[config.mk]
export PLATFORM = sky130hd
export DESIGN_NAME = proc_io_bridge
export DESIGN_NICKNAME = d
export VERILOG_FILES = /design/src/rtl/proc_io_bridge.sv
export SDC_FILE = /design/constraint.sdc
export NUM_CORES = 1
export LEC_CHECK = 0
export CORE_ASPECT_RATIO = 0.9
export CORE_MARGIN = 1
export CORE_UTILIZATION = 32
export CTS_CLUSTER_DIAMETER = 120
export DETAILED_ROUTE_END_ITERATION = 12
export GPL_ROUTABILITY_DRIVEN = 0
export SYNTH_ARGS = -nofsm -noshare
export SYNTH_HDL_FRONTEND = slang
export SYNTH_SLANG_ARGS = --single-unit
[constraint.sdc]
create_clock -name clk -period 6.6 [get_ports clk]
set_input_delay 1.98 -clock clk [delete_from_list [all_inputs] [get_ports clk]]
set_output_delay 1.98 -clock clk [all_outputs]
set_load 0.1 [all_outputs]
[src/rtl/proc_io_bridge.sv]
// proc_io_bridge: host<->processor word bridge with FWFT input FIFO and valid/ready output FIFO (IO_ERR_CNT_EN adds err_cnt)
module proc_io_bridge #(
    parameter int          DEPTH       = 8,
    parameter logic [15:0] DEFAULT_DIN = 16'h0000
) (
    input  logic                     clk,
    input  logic                     sys_rst_n,
    input  logic [15:0]              host_wr_data,
    input  logic                     host_wr_valid,
    output logic                     host_wr_ready,
    output logic [15:0]              proc_din,
    input  logic                     proc_rd_strobe,
    input  logic [15:0]              proc_dout,
    input  logic                     proc_wr_strobe,
    output logic [15:0]              host_rd_data,
    output logic                     host_rd_valid,
    input  logic                     host_rd_ready,
    output logic [$clog2(DEPTH):0]   in_count,
    output logic [$clog2(DEPTH):0]   out_count,
    input  logic                     err_clr,
    output logic                     underflow,
    output logic                     overflow
`ifdef IO_ERR_CNT_EN
    ,
    output logic [7:0]               err_cnt
`endif
);
    localparam int AW = $clog2(DEPTH);
    localparam int CW = AW + 1;
    localparam logic [CW-1:0] FULL = CW'(DEPTH);

    logic [15:0]   in_mem  [DEPTH];
    logic [15:0]   out_mem [DEPTH];
    logic [AW-1:0] in_wp, in_rp, out_wp, out_rp;
    logic          in_push, in_pop, out_push, out_pop, uf_ev, of_ev;

    // Handshakes, FWFT heads and error events, all from registered state
    always_comb begin
        host_wr_ready = in_count != FULL;
        host_rd_valid = out_count != '0;
        in_push       = host_wr_valid & host_wr_ready;
        in_pop        = proc_rd_strobe & (in_count != '0);
        uf_ev         = proc_rd_strobe & (in_count == '0);
        out_pop       = host_rd_valid & host_rd_ready;
        out_push      = proc_wr_strobe & ((out_count != FULL) | out_pop);
        of_ev         = proc_wr_strobe & (out_count == FULL) & ~out_pop;
        proc_din      = (in_count != '0) ? in_mem[in_rp] : DEFAULT_DIN;
        host_rd_data  = host_rd_valid ? out_mem[out_rp] : 16'h0000;
    end

    // Storage is unreset; stale entries are never visible because heads are gated by the counts
    always_ff @(posedge clk) begin
        if (in_push) in_mem[in_wp] <= host_wr_data;
        if (out_push) out_mem[out_wp] <= proc_dout;
    end

    // Pointers and occupancy for both FIFOs
    always_ff @(posedge clk or negedge sys_rst_n) begin
        if (!sys_rst_n) begin
            in_wp     <= '0;
            in_rp     <= '0;
            in_count  <= '0;
            out_wp    <= '0;
            out_rp    <= '0;
            out_count <= '0;
        end else begin
            in_wp     <= in_wp + AW'(in_push);
            in_rp     <= in_rp + AW'(in_pop);
            in_count  <= in_count + CW'(in_push) - CW'(in_pop);
            out_wp    <= out_wp + AW'(out_push);
            out_rp    <= out_rp + AW'(out_pop);
            out_count <= out_count + CW'(out_push) - CW'(out_pop);
        end
    end

    // Sticky error flags; a new event outranks a same-cycle clear
    always_ff @(posedge clk or negedge sys_rst_n) begin
        if (!sys_rst_n) begin
            underflow <= 1'b0;
            overflow  <= 1'b0;
        end else begin
            underflow <= uf_ev | (underflow & ~err_clr);
            overflow  <= of_ev | (overflow & ~err_clr);
        end
    end

`ifdef IO_ERR_CNT_EN
    logic [8:0] err_sum;

    // Saturating event total; clear drops the old value but keeps this cycle's events
    always_comb begin
        err_sum = {1'b0, err_clr ? 8'h00 : err_cnt} + {8'h00, uf_ev} + {8'h00, of_ev};
    end

    // Event counter register
    always_ff @(posedge clk or negedge sys_rst_n) begin
        if (!sys_rst_n) err_cnt <= 8'h00;
        else            err_cnt <= err_sum[8] ? 8'hFF : err_sum[7:0];
    end
`endif
endmodule

# --- Word-level counts from Yosys, hierarchy flattened ---
# Memories as Yosys holds them, arrays and structs flattened.
# Index checks and enable logic that the tools add are counted.
op_classes:
  add_sub_neg: 8
  eq_ne: 3
  n_mux: 6
  n_bitwise: 14
  n_reduce_logical: 3
ops:
  columns: ["op", "n"]
  rows:
  - ["$mux 16", 2]
  - ["$add 3x1->3", 4]
  - ["$and 1x1->1", 9]
  - ["$add 4x1->4", 2]
  - ["$ne 4x4->1 const B", 2]
  - ["$reduce_bool 4->1", 2]
  - ["$sub 4x1->4", 2]
  - ["$eq 4x4->1 const B", 1]
  - ["$logic_not 4->1", 1]
  - ["$mux 1", 4]
  - ["$or 1x1->1", 3]
  - ["$not 1->1", 2]
word_totals:
  register_bits: 22
  ram_bits: 256
  input_bits: 39
  output_inout_bits: 44
  mem_count: 2
memory_table:
  columns: ["memory", "depth", "word_bits", "read_ports", "rd_ports_with_merged_regs", "wr", "line", "text"]
  rows:
  - ["in_mem", 8, 16, 1, 0, 1, "32", "logic [15:0] in_mem [DEPTH];"]
  - ["out_mem", 8, 16, 1, 0, 1, "33", "logic [15:0] out_mem [DEPTH];"]

# --- Logic depth before layout (Yosys ltp) ---
depth:
  depth_word: 6
  depth_mapped: 10

# --- Worst setup path after synthesis ---
# OpenSTA, ideal clock, no wires.
synth_path:
  kind: "register -> output"
  start: "reg in_count[2]"
  end: "out proc_din[14]"
  arrival_time_ps: 2800
  t_required_ps: 4620
  path_slack_ps: 1820
  stages_incl_launch_ff: 7
  n_path_buf: 1
  path_cell_list: "dfrtp_1 inv_1 ha_1 nor3b_1 nor2_1 buf_2 a22o_1"
synth_between:
  elab_chain_len: 2
synth_rtl:
  columns: ["element", "line", "text"]
  rows:
  - ["start, declared", "18", "output logic [$clog2(DEPTH):0] in_count,"]
  - ["start signal, assigned", "69", "in_count <= in_count + CW'(in_push) - CW'(in_pop);"]
  - ["$reduce_bool 4->1", "47", "proc_din = (in_count != '0) ? in_mem[in_rp] : DEFAULT_DIN;"]
  - ["$mux 16", "47", null]
  - ["end, declared", "11", "output logic [15:0] proc_din,"]
# No other way between the ends.

# --- Final worst setup path ---
layout_path:
  start: "reg in_rp[0]"
  end: "out proc_din[5]"
layout_between:
  elab_chain_len: 2
layout_rtl:
  columns: ["element", "line", "text"]
  rows:
  - ["start, declared", "34", "logic [AW-1:0] in_wp, in_rp, out_wp, out_rp;"]
  - ["start signal, assigned", "68", "in_rp <= in_rp + AW'(in_pop);"]
  - ["$mem_v2 8x16", null, null]
  - ["$mux 16", "47", null]
# No other way between the ends.

==> metrics <==
WL/cell=20.2 um; Initial Util=0.329; antenna violations before repair=1; hold_ws=0.485 ns; post-layout min period=roughly 5.5 ns; most common cell after layout, fill and taps aside=edfxtp_1; vias per cell=4.74; layout cells sized above 1=0.172; TritonCTS clock tree=yes; RSZ-0062 raised after global routing=false; fin cells=1,065; Critical R2R Launch=in_count[2]; Mapped Area=10,900 um2; PostCTS Resize Cnt=0; GRT Resource Usage Total=0.125; final WL=approximately 22,000 um; global route overflow=0; Layout Skew=0.0268 ns; run status=finished, final reports clean; CP Launch Type=flip-flop; clock buffer depth=3; total number of H-tree levels=1; final setup violation count=0; largest net degree at the start of global routing=34; endpoint class of the critical path=primary output; slew at the pin with the worst max-slew slack=1.25 ns; CTS Hold Bufs=0; Clock Pin Slew Worst Setup and Hold Paths=0.06 ns; Top Ports=83; DRT iter0 DRCs=243; Remaining DRCs=0; Hold Vio Cnt, Final=0; postcts setup bufs=0; post-route antenna net violation count=0; post-layout util=0.398; Max-cap violations=0; fin crit share=0.831; Clock Latency Late Sink=0.54 ns; antenna fix cells=0; Max-Slew Margin vs Limit=0.165; CTS root buf=clkbuf_16; vias in the first global route=5,538; Cells after Synth=slightly below 500; Fin Setup TNS=0 ns; source of the critical timing path=in_rp[0]; Slew Limit Fails=0; post-synthesis sequential area ratio=0.754; crit path to=proc_din[5]; core area=33,300 um2; placed wire-length estimate=12,600 um; post-synthesis average cell area=approximately 23 um2; RR Endpoint=in_count[2]; FF+latch count, synth=278; Die ar.=around 35,000 um2; Layout Nets=around 650; via count=around 5k; TritonCTS buffer count=29; Initial DRT Pass Iterations=4; Layout Area Growth over Synthesis=21.1%; clock sink count=278; placed cells=between 1k and 1.5k; max frequency=between 0.15 and 0.2 GHz; first-pass GRT wire length=~33,000 um; Die Width=between 150 and 200 um; input/output buffers=82; most frequent cells in the layout=256 x edfxtp_1, 82 x clkdlybuf4s50_1, 34 x mux4_2; worst-path maximum fanout=33; Data arrival, critical path=3.50 ns; Worst R2R Setup Slack=3.87 ns; Ys Warns=0; Mapped Nets=between 500 and 600; R2R cell count=9; Hold Crit Class=flip-flop to flip-flop; row count=63; Worst Setup Path Type=flip-flop to primary output; Crit path required time=4.62 ns; Yosys cell types=37; Die H=approximately 180 um
[routing by layer]
metal | track usage | part of all wire
met5 | 0 | 0.00060
met4 | 0.0307 | 0.020
met3 | 0.0274 | 0.049
met2 | 0.224 | 0.51
met1 | 0.153 | 0.42
[cell usage after synthesis]
cell      number  share of area
a21boi_1       1        0.00069
a21o_1         2         0.0014
a21oi_1        3         0.0014
a22o_1        32          0.026
and2_1         1        0.00057
and2b_1        1        0.00069
buf_1          1        0.00034
buf_12         4         0.0073
buf_2          8         0.0037
buf_6          4         0.0041
clkbuf_1       1        0.00034
clkbuf_2       1        0.00046
dfrtp_1       22          0.050
edfxtp_1     256           0.70
fa_1           2         0.0037
ha_1          20          0.023
inv_1         16         0.0055
mux4_1        30          0.072
mux4_2        34          0.070
nand2_1        5         0.0017
nand2b_1       2         0.0011
nand3_1        1        0.00046
nand3b_1       1        0.00069
nor2_1         9         0.0031
nor2b_1        2         0.0011
nor3_1         4         0.0018
nor3b_1        3         0.0021
nor4_1         1        0.00057
nor4b_1        2         0.0016
o21ai_0        1        0.00046
o22ai_1        1        0.00057
o311ai_1       1        0.00080
o31ai_2        1         0.0011
or2_2          1        0.00057
or3_1          1        0.00057
or3b_2         1        0.00080
xor2_1         8         0.0064
[critical path, cell delays in order, from the launching register on]
cell and delay (ns):
dfrtp_2 1.07, mux4_2 0.61, a22o_1 0.29, clkdlybuf4s50_1 0.98
[cell type report]
type | count | area [um2]
Fill cell | 3002 | 20000
Multi-Input combinational cell | 171 | 2560
Clock buffer | 39 | 763
Inverter | 16 | 60.1
Sequential cell | 278 | 8240
Clock inverter | 15 | 160
Timing Repair Buffer | 91 | 888
Tap cell | 455 | 569
[cells by family after synthesis]
family	share of synthesized area
fa+ha+maj	0.0266
mux	0.142
flops	0.754
simple gates	0.0175
xor+xnor	0.00641
buf+inv	0.0217
compound gates	0.0320
[worst min path at each step]
stage / start / end / slack (ns) / cells after the start
2_1_floorplan: in_rp[2] / in_rp[2] / 0.46 / 1
3_3_place_gp: in_rp[2] / in_rp[2] / 0.47 / 1
3_5_place_dp: in_rp[2] / in_rp[2] / 0.48 / 1
4_1_cts: in_rp[2] / in_rp[2] / 0.49 / 1
5_1_grt: in_rp[2] / in_rp[2] / 0.52 / 1
6_report: in_rp[2] / in_rp[2] / 0.48 / 1
[stage by stage]
stage / cell area, um2 / worst slack (ns)
after floorplan: 10900 / 1.82
after detailed placement: 12300 / 1.61
final: 13200 / 1.12
after global routing: 13200 / 0.952
after CTS: 13200 / 1.03
after global placement: 12300 / 1.66
[flip-flops by register name (all words and copies together) (netlist names)]
register,flops
out_count,4
underflow,1
in_mem,128
in_wp,3
in_rp,3
in_count,4
out_mem,128
overflow,1
out_wp,3
out_rp,3
Power is left out: the tool's default activity adds up to more than one toggle a clock period on the data nets, which glitch-free logic cannot reach.
